### config.mk
export PLATFORM = sky130hd
export DESIGN_NAME = instr_decode_queue
export DESIGN_NICKNAME = d
export VERILOG_FILES = /design/src/rtl/rv32i_types.sv /design/src/rtl/rv32i_decoder.sv /design/src/rtl/instr_decode_queue.sv
export SDC_FILE = /design/constraint.sdc
export NUM_CORES = 1
export LEC_CHECK = 0
export ABC_AREA = 1
export CORE_ASPECT_RATIO = 1.25
export CORE_MARGIN = 2
export CORE_UTILIZATION = 53
export DETAILED_ROUTE_END_ITERATION = 8
export GPL_ROUTABILITY_DRIVEN = 0
export GPL_TIMING_DRIVEN = 0
export PLACE_DENSITY = 0.76
export SYNTH_ARGS = -nofsm -noshare
export SYNTH_HDL_FRONTEND = slang
export SYNTH_HIERARCHICAL = 1
export SYNTH_SLANG_ARGS = --single-unit
export TNS_END_PERCENT = 50
### constraint.sdc
create_clock -name clk -period 4.2 [get_ports clk]
set_input_delay 1.05 -clock clk [delete_from_list [all_inputs] [get_ports clk]]
set_output_delay 1.05 -clock clk [all_outputs]
set_load 0.005 [all_outputs]
### src/rtl/rv32i_types.sv
// Shared RV32I types: base opcodes and the fetch-to-dispatch queue entry.
package rv32i_types;

    typedef enum logic [6:0] {
        op_lui   = 7'b0110111,
        op_auipc = 7'b0010111,
        op_jal   = 7'b1101111,
        op_jalr  = 7'b1100111,
        op_br    = 7'b1100011,
        op_load  = 7'b0000011,
        op_store = 7'b0100011,
        op_imm   = 7'b0010011,
        op_reg   = 7'b0110011,
        op_fence = 7'b0001111,
        op_sys   = 7'b1110011
    } rv32i_opcode_t;

    localparam int IQ_PC_W = 32;

    typedef struct packed {
        logic [31:0]         instr;
        logic [IQ_PC_W-1:0]  pc;
    } iq_entry_t;

endpackage

### src/rtl/rv32i_decoder.sv
// Combinational RV32I field extractor with opcode-selected, sign-extended immediate.
module rv32i_decoder
    import rv32i_types::*;
(
    input  logic [31:0]   instr_i,
    output rv32i_opcode_t opcode_o,
    output logic [2:0]    funct3_o,
    output logic [6:0]    funct7_o,
    output logic [4:0]    rs1_o,
    output logic [4:0]    rs2_o,
    output logic [4:0]    rd_o,
    output logic [31:0]   imm_o
);

    logic [31:0] i_imm, s_imm, b_imm, u_imm, j_imm;

    assign opcode_o = rv32i_opcode_t'(instr_i[6:0]);
    assign funct3_o = instr_i[14:12];
    assign funct7_o = instr_i[31:25];
    assign rs1_o    = instr_i[19:15];
    assign rs2_o    = instr_i[24:20];
    assign rd_o     = instr_i[11:7];

    assign i_imm = {{20{instr_i[31]}}, instr_i[31:20]};
    assign s_imm = {{20{instr_i[31]}}, instr_i[31:25], instr_i[11:7]};
    assign b_imm = {{19{instr_i[31]}}, instr_i[31], instr_i[7], instr_i[30:25], instr_i[11:8], 1'b0};
    assign u_imm = {instr_i[31:12], 12'h000};
    assign j_imm = {{11{instr_i[31]}}, instr_i[31], instr_i[19:12], instr_i[20], instr_i[30:21], 1'b0};

    always_comb begin
        imm_o = '0;
        case (opcode_o)
            op_lui, op_auipc:        imm_o = u_imm;
            op_jal:                  imm_o = j_imm;
            op_br:                   imm_o = b_imm;
            op_store:                imm_o = s_imm;
            op_jalr, op_load, op_imm: imm_o = i_imm;
            default:                 imm_o = '0;
        endcase
    end

endmodule

### src/rtl/instr_decode_queue.sv
// Instruction FIFO between fetch and dispatch; head entry decoded combinationally.
// One-cycle write-to-visible latency, no fall-through; enq_ready is !full only.
module instr_decode_queue
    import rv32i_types::*;
#(
    parameter  int DEPTH = 8,
    parameter  int PC_W  = 32,
    localparam int CNT_W = $clog2(DEPTH + 1)
) (
    input  logic              clk,
    input  logic              rst,
    input  logic              flush,
    input  logic              enq_valid,
    output logic              enq_ready,
    input  logic [31:0]       enq_instr,
    input  logic [PC_W-1:0]   enq_pc,
    output logic              deq_valid,
    input  logic              deq_ready,
    output logic [PC_W-1:0]   deq_pc,
    output rv32i_opcode_t     deq_opcode,
    output logic [2:0]        deq_funct3,
    output logic [6:0]        deq_funct7,
    output logic [4:0]        deq_rs1,
    output logic [4:0]        deq_rs2,
    output logic [4:0]        deq_rd,
    output logic [31:0]       deq_imm,
    output logic [CNT_W-1:0]  count
);

    localparam int PTR_W = $clog2(DEPTH);

    iq_entry_t          mem_q [DEPTH];
    logic [PTR_W-1:0]   head_q, head_d, tail_q, tail_d;
    logic [CNT_W-1:0]   count_q, count_d;
    logic               full, empty, enq_fire, deq_fire;

    assign full     = (count_q == CNT_W'(DEPTH));
    assign empty    = (count_q == '0);
    assign enq_fire = enq_valid && !full;
    assign deq_fire = deq_ready && !empty;

    always_comb begin
        head_d  = head_q;
        tail_d  = tail_q;
        count_d = count_q;
        if (flush) begin
            head_d  = '0;
            tail_d  = '0;
            count_d = '0;
        end else begin
            if (enq_fire) tail_d = tail_q + PTR_W'(1);
            if (deq_fire) head_d = head_q + PTR_W'(1);
            case ({enq_fire, deq_fire})
                2'b10:   count_d = count_q + CNT_W'(1);
                2'b01:   count_d = count_q - CNT_W'(1);
                default: count_d = count_q;
            endcase
        end
    end

    always_ff @(posedge clk or posedge rst) begin
        if (rst) begin
            head_q  <= '0;
            tail_q  <= '0;
            count_q <= '0;
        end else begin
            head_q  <= head_d;
            tail_q  <= tail_d;
            count_q <= count_d;
        end
    end

    // Storage carries no reset; the empty gating below hides uninitialised entries.
    always_ff @(posedge clk) begin
        if (enq_fire && !flush) begin
            mem_q[tail_q] <= '{instr: enq_instr, pc: IQ_PC_W'(enq_pc)};
        end
    end

    iq_entry_t      head;
    rv32i_opcode_t  dec_opcode;
    logic [2:0]     dec_funct3;
    logic [6:0]     dec_funct7;
    logic [4:0]     dec_rs1, dec_rs2, dec_rd;
    logic [31:0]    dec_imm;

    assign head = mem_q[head_q];

    rv32i_decoder u_dec (
        .instr_i  (head.instr),
        .opcode_o (dec_opcode),
        .funct3_o (dec_funct3),
        .funct7_o (dec_funct7),
        .rs1_o    (dec_rs1),
        .rs2_o    (dec_rs2),
        .rd_o     (dec_rd),
        .imm_o    (dec_imm)
    );

    assign enq_ready = !full;
    assign deq_valid = !empty;
    assign count     = count_q;

    always_comb begin
        deq_pc     = '0;
        deq_opcode = rv32i_opcode_t'(7'h00);
        deq_funct3 = '0;
        deq_funct7 = '0;
        deq_rs1    = '0;
        deq_rs2    = '0;
        deq_rd     = '0;
        deq_imm    = '0;
        if (!empty) begin
            deq_pc     = PC_W'(head.pc);
            deq_opcode = dec_opcode;
            deq_funct3 = dec_funct3;
            deq_funct7 = dec_funct7;
            deq_rs1    = dec_rs1;
            deq_rs2    = dec_rs2;
            deq_rd     = dec_rd;
            deq_imm    = dec_imm;
        end
    end

endmodule

After elaboration in Yosys (flattened, before gate mapping)
Memories as Yosys holds them, arrays and structs flattened.
Index checks and enable logic that the tools add are counted.
- reductions and logical operators: 12
- add/sub/neg operators: 4
- multiplexer cells: 17
- equality and inequality tests: 11
- operators with widths (operator ; count):
    one-hot mux 32 bit (5 select lines) ; 1
    2-to-1 mux 32 bit ; 2
    == test 7 bit (second input constant) ; 3
    2-to-1 mux 3 bit ; 5
    2-to-1 mux 5 bit ; 3
    == test 7 x 5 -> 1 bit (second input constant) ; 2
    == test 7 x 6 -> 1 bit (second input constant) ; 2
    2-to-1 mux 7 bit ; 2
    one-hot mux 4 bit (2 select lines) ; 1
    == test 7 x 2 -> 1 bit (second input constant) ; 1
    adder 3 x 1 -> 3 bit (second input constant) ; 2
    adder 4 x 1 -> 4 bit (second input constant) ; 1
    == test 4 bit (second input constant) ; 1
    logical NOT 4 bit ; 1
    2-to-1 mux 4 bit ; 1
    nonzero test 2 bit ; 2
    subtractor 4 x 1 -> 4 bit (second input constant) ; 1
    logical AND 1 bit ; 3
    logical NOT 1 bit ; 3
    nonzero test 3 bit ; 1
    OR reduction 3 bit ; 1
    == test 2 x 1 -> 1 bit (second input constant) ; 1
    == test 2 bit (second input constant) ; 1
    2-to-1 mux 1 bit ; 2
    OR reduction 2 bit ; 1
- memories kept: 1
- output and inout port bits: 102
- bits in writable memories: 512
- register bits after elaboration: 10
- word-level logic and storage cells: 48
- memory list (name ; depth ; bits a word ; rd ports ; clocked after memory_dff ; wr ports ; RTL line ; source):
    mem_q ; 8 ; 64 ; 1 ; 0 ; 1 ; instr_decode_queue.sv:32 ; iq_entry_t mem_q [DEPTH];

Longest topological paths before layout
- word-level depth: 6
- depth in mapped cells: 20

Modules after synthesis
Netlist, hierarchy kept.
- by module, submodules not included (module ; cells each ; area each (um^2) ; times used ; sequential area each (um^2)):
    instr_decode_queue ; 1680 ; 20878.8 ; 1 ; 15625.0
    rv32i_decoder ; 162 ; 920.9 ; 1 ; 0.0

Worst setup path before layout
OpenSTA, ideal clock, no wires.
- path kind: input to register
- from: input port enq_valid
- to: memory mem_q[0][0] (netlist bit) (enable)
- buffers on the path: 0
- data arrival time: 4.094 ns
- path slack: -0.381 ns
- cell stages on the path: 4
- cells stage by stage: nand2_1 -> nor2_1 -> nand2_1 -> nor2_1
- cells in the longest elaborated chain, start to end: 4
- ends and longest elaborated chain (element ; RTL line ; source):
    start, declared ; instr_decode_queue.sv:13 ; input logic enq_valid,
    logical AND 1 bit ; instr_decode_queue.sv:39 ; assign enq_fire = enq_valid && !full;
    logical AND 1 bit ; instr_decode_queue.sv:75 ; if (enq_fire && !flush) begin
    2-to-1 mux 1 bit ; instr_decode_queue.sv:75 ;
    2-to-1 mux 1 bit (not written as such) ; instr_decode_queue.sv:76 ; mem_q[tail_q] <= '{instr: enq_instr, pc: IQ_PC_W'(enq_pc)};
    end, declared ; instr_decode_queue.sv:32 ;
No other way between the ends.

==> key figures <==
Setup path
  – Endpoint class of the critical path: primary output
  – Crit path cell chain: buf_8 > inv_8 > buf_4 > clkbuf_2 > o21ai_0 > a31oi_4 > inv_2 > nand3_2 > inv_2 > clkbuf_8 > buf_6 > nand3_2 > nand2_4 > inv_4 > buf_6 > nand3_1 > inv_1 > nor2_1 > buf_2
  – Worst EP arrival: 3.44 ns
  – Slowest Stage Delay on Critical Path: 0.43 ns
  – Worst reg2reg path depth: 9
  – RR Startpoint: count[3]$_DFFE_PP0P_
  – CP Launch Type: flip-flop
  – Critical-path top delay cell: dfrtp_2
  – CP Data Required Time: 3.15 ns
  – RR Endpoint: mem_q[4][50]$_DFFE_PP_
  – Kind of critical path: reg -> out
  – R2r setup slk: 1.17 ns
  – CP max FO: 10

Route
  – DRT antenna net count: 0
  – Routed vias: 16,300
  – Wirelength per Cell: 22.4 um
  – Drt drc: 3
  – 1st-iter DRT viols: 1,724
  – First-pass DRT Iterations: 9
  – Vias/cell: 5.94
  – DRT Wirelength: a little over 60,000 um

Clocking
  – Hold Buf Count CTS: 0
  – Total CTS buffers: 48
  – H-tree levels: 2
  – Clk_lat worst skew: 0.57 ns
  – CTS Root Cell: clkbuf_16
  – Max Root-Sink Buffers: 3
  – CTS tree: yes
  – Clk sinks: 522
  – Reg clk slew, reported paths: 0.06 ns

Logic synthesis
  – Synth cell types: 35
  – Net Count, Synth: between 1,500 and 2,000
  – Syn Std Cell Area: roughly 22,000 sq um
  – Seq cells post-synth: 522
  – Avg Inst Size Synth: 11.8 sq um
  – Part of the Yosys area used for sequential elements: 0.717
  – Synth warnings: 6
  – Post-Synthesis Cells: 1,842

Outcome
  – Failing checks: DRC, setup timing
  – Result of the run: finished with violations

Power and ir drop
  – Clock Power Share: 0.244
  – Power share of the sequential group: 0.354
  – P_int: 11.0 mW
  – Peak VDD IR: 0.000466 V
  – Switching fraction of total power: 0.346
  – Logic pwr share: 0.402
  – Leak: 10.2 nW
  – Pwr dens: 613 nW/um^2
  – Sw Pwr: 5.80 mW

Min path
  – Hold WC Path Type: reg -> reg
  – Worst Hold Endpoint: count[2]$_DFFE_PP0P_
  – Hold depth: 2
  – Hold Crit Start: count[2]$_DFFE_PP0P_

STA
  – Fmax: 223 MHz
  – Post-layout min period: approximately 4.5 ns
  – Fin crit share: 1.07
  – Setup ws final: -0.286 ns
  – Final number of hold-violating endpoints: 0
  – Final max-slew violation count: 0
  – Relative slew slack: 0.326
  – Setup Skew: 0.0167 ns
  – RSZ-0062 raised after global routing: yes
  – Final setup fails: 39
  – Worst-Margin Slew: roughly 1.0 ns

Global route
  – Initial antenna violation count: 3
  – Global route overflow: 0
  – GRT Overall Usage: 0.282
  – Global-route wire length before repair: 90,800 um
  – Pin count of the biggest net entering global routing: 29
  – Vias in the first global route: roughly 16,000

Finish
  – Share of layout cells above drive strength 1: 0.189
  – Fill count: 2,757
  – Non-Filler Instances: 2,740
  – Area of the multi-input gates: 5610 sq um
  – Final net count: 2,221
  – Design area: 27,400 sq um
  – Area grow syn2layout: 25.6%
  – Seq. cell area: roughly 16,000 sq um

Floorplanning
  – FP Rows: 83
  – Num ports: 171
  – Die area: 42,800 sq um
  – Core area: 40,800 sq um
  – Die width: 185 um
  – Die height: 231 um
  – Initial Utilization: 0.534

Place
  – Port buffer count: 170
  – Area after DPL: about 25,000 sq um
  – Placed cell count: 2,582
  – HPWL after DPL: ~38,000 um

Run
  – Number of max-cap violations: 0
-- kinds of logic after synthesis --
| logic type | count (synthesis) | synth area share |
|---|---|---|
| buffers and inverters | 238 | 0.0553 |
| xor gates and xnor gates | 1 | 0.000402 |
| AOI/OAI and AO/OA | 428 | 0.106 |
| adders and majority gates | 4 | 0.00230 |
| and+or+nand+nor | 649 | 0.119 |
| DFF | 522 | 0.717 |
-- flip-flops by register name (all words and copies together), names as in the netlist --
register and cells:
count 4, head_q 3, mem_q 512, tail_q 3
-- synth_stat cells, drive strengths merged --
master,instances,area (sq um)
dlymetal6s2s,1,12.5
clkbuf,62,244
nor2,502,1910
a31oi,32,200
buf,82,598
o21ai,296,1480
inv,93,352
o21a,1,7.51
dfrtp,10,250
a21oi,3,18.8
ha,4,50.1
xor2,1,8.76
edfxtp,512,15400
nand2,83,329
nand3b,1,7.51
nand3,57,318
nand4,6,37.5
o22ai,96,601
-- layout make-up --
type                            instances  share of cell area
Multi-Input combinational cell       1082               0.205
Clock inverter                         22             0.00580
Buffer                                142              0.0373
Antenna cell                            4            0.000366
Sequential cell                       522               0.571
Timing Repair Buffer                  259              0.0952
Clock buffer                           64              0.0472
Tap cell                              552              0.0252
Inverter                               93              0.0132
-- layout by cell type, fill, tap and decap left out, types with 6 or more instances in the layout --
cell type / instances
edfxtp_1: 512
nor2_1: 476
o21ai_0: 233
clkdlybuf4s50_1: 117
buf_4: 94
o22ai_1: 90
inv_1: 70
nand2_1: 70
o21ai_1: 62
buf_2: 49
clkbuf_16: 49
clkbuf_1: 44
nand3_1: 32
buf_6: 29
dlymetal6s2s_1: 21
inv_2: 20
clkbuf_2: 19
nand3_2: 19
buf_12: 16
a31oi_4: 15
nor2_4: 14
nor2_2: 12
a31oi_2: 11
clkinv_1: 9
dfrtp_1: 9
clkinv_2: 8
buf_16: 8
o22ai_2: 6
a31oi_1: 6
nand4_1: 6
nand2_2: 6
nand3_4: 6
nand2_4: 6
-- per-layer routing --
| metal | share of wire | global-route usage | wire length (um) |
|---|---|---|---|
| met1 | 0.35 | 0.332 | 21700 |
| met2 | 0.51 | 0.499 | 31400 |
| met3 | 0.089 | 0.0442 | 5490 |
| met4 | 0.047 | 0.143 | 2880 |
| met5 | 0 | 0 | 0 |
-- critical path: cells and delay by family, from the launching register on --
kind	cells	cell delay [ns]
AOI/OAI and AO/OA	2	0.59
and+or+nand+nor	5	0.46
DFF	1	0.43
buffers and inverters	12	1.38
-- metrics by stage --
stage	hold WS (ns)	power, mW	setup TNS [ns]	setup slack [ns]	utilization
2_1_floorplan	0.528	9.23	-191.72	-0.381	-
3_3_place_gp	0.549	11.7	-1725.84	-3.40	0.593
3_5_place_dp	0.561	11.8	-30.92	-0.958	0.605
4_1_cts	0.576	16.5	-1.69	-0.108	0.663
5_1_grt	0.608	17.5	-12.85	-0.404	0.671
6_report	0.578	16.8	-7.30	-0.286	0.671
-- how the worst max path moves through the flow --
stage               cells after the start                endpoint                  start  slack, ns
floorplan                               4   mem_q[0][0]$_DFFE_PP_              enq_valid      -0.38
finish                                 19             deq_imm[31]  head_q[0]$_DFFE_PP0P_      -0.29
detailed placement                     17             deq_imm[18]  head_q[1]$_DFFE_PP0P_      -0.96
global placement                        5  mem_q[7][58]$_DFFE_PP_              enq_valid      -3.40
global route                           18             deq_imm[13]  head_q[0]$_DFFE_PP0P_      -0.40
CTS                                    20             deq_imm[11]  head_q[0]$_DFFE_PP0P_      -0.11
-- timing repair --
item,CTS,global route
resized for setup,283,96
endpoints found under the setup margin,94,72
gates cloned,3,0
setup buffers,62,6
pin swaps,44,26
-- power groups by stage --
stage | registers, mW | logic (mW) | clock network, mW
final | 5.94 | 6.75 | 4.10
after global routing | 5.95 | 7.26 | 4.29
after CTS | 5.94 | 6.42 | 4.10
after detailed placement | 6.05 | 5.79 | 0
after global placement | 6.07 | 5.65 | 0
after floorplan | 6.05 | 3.18 | 0
Note: power is estimated with default switching activity, not from simulation.
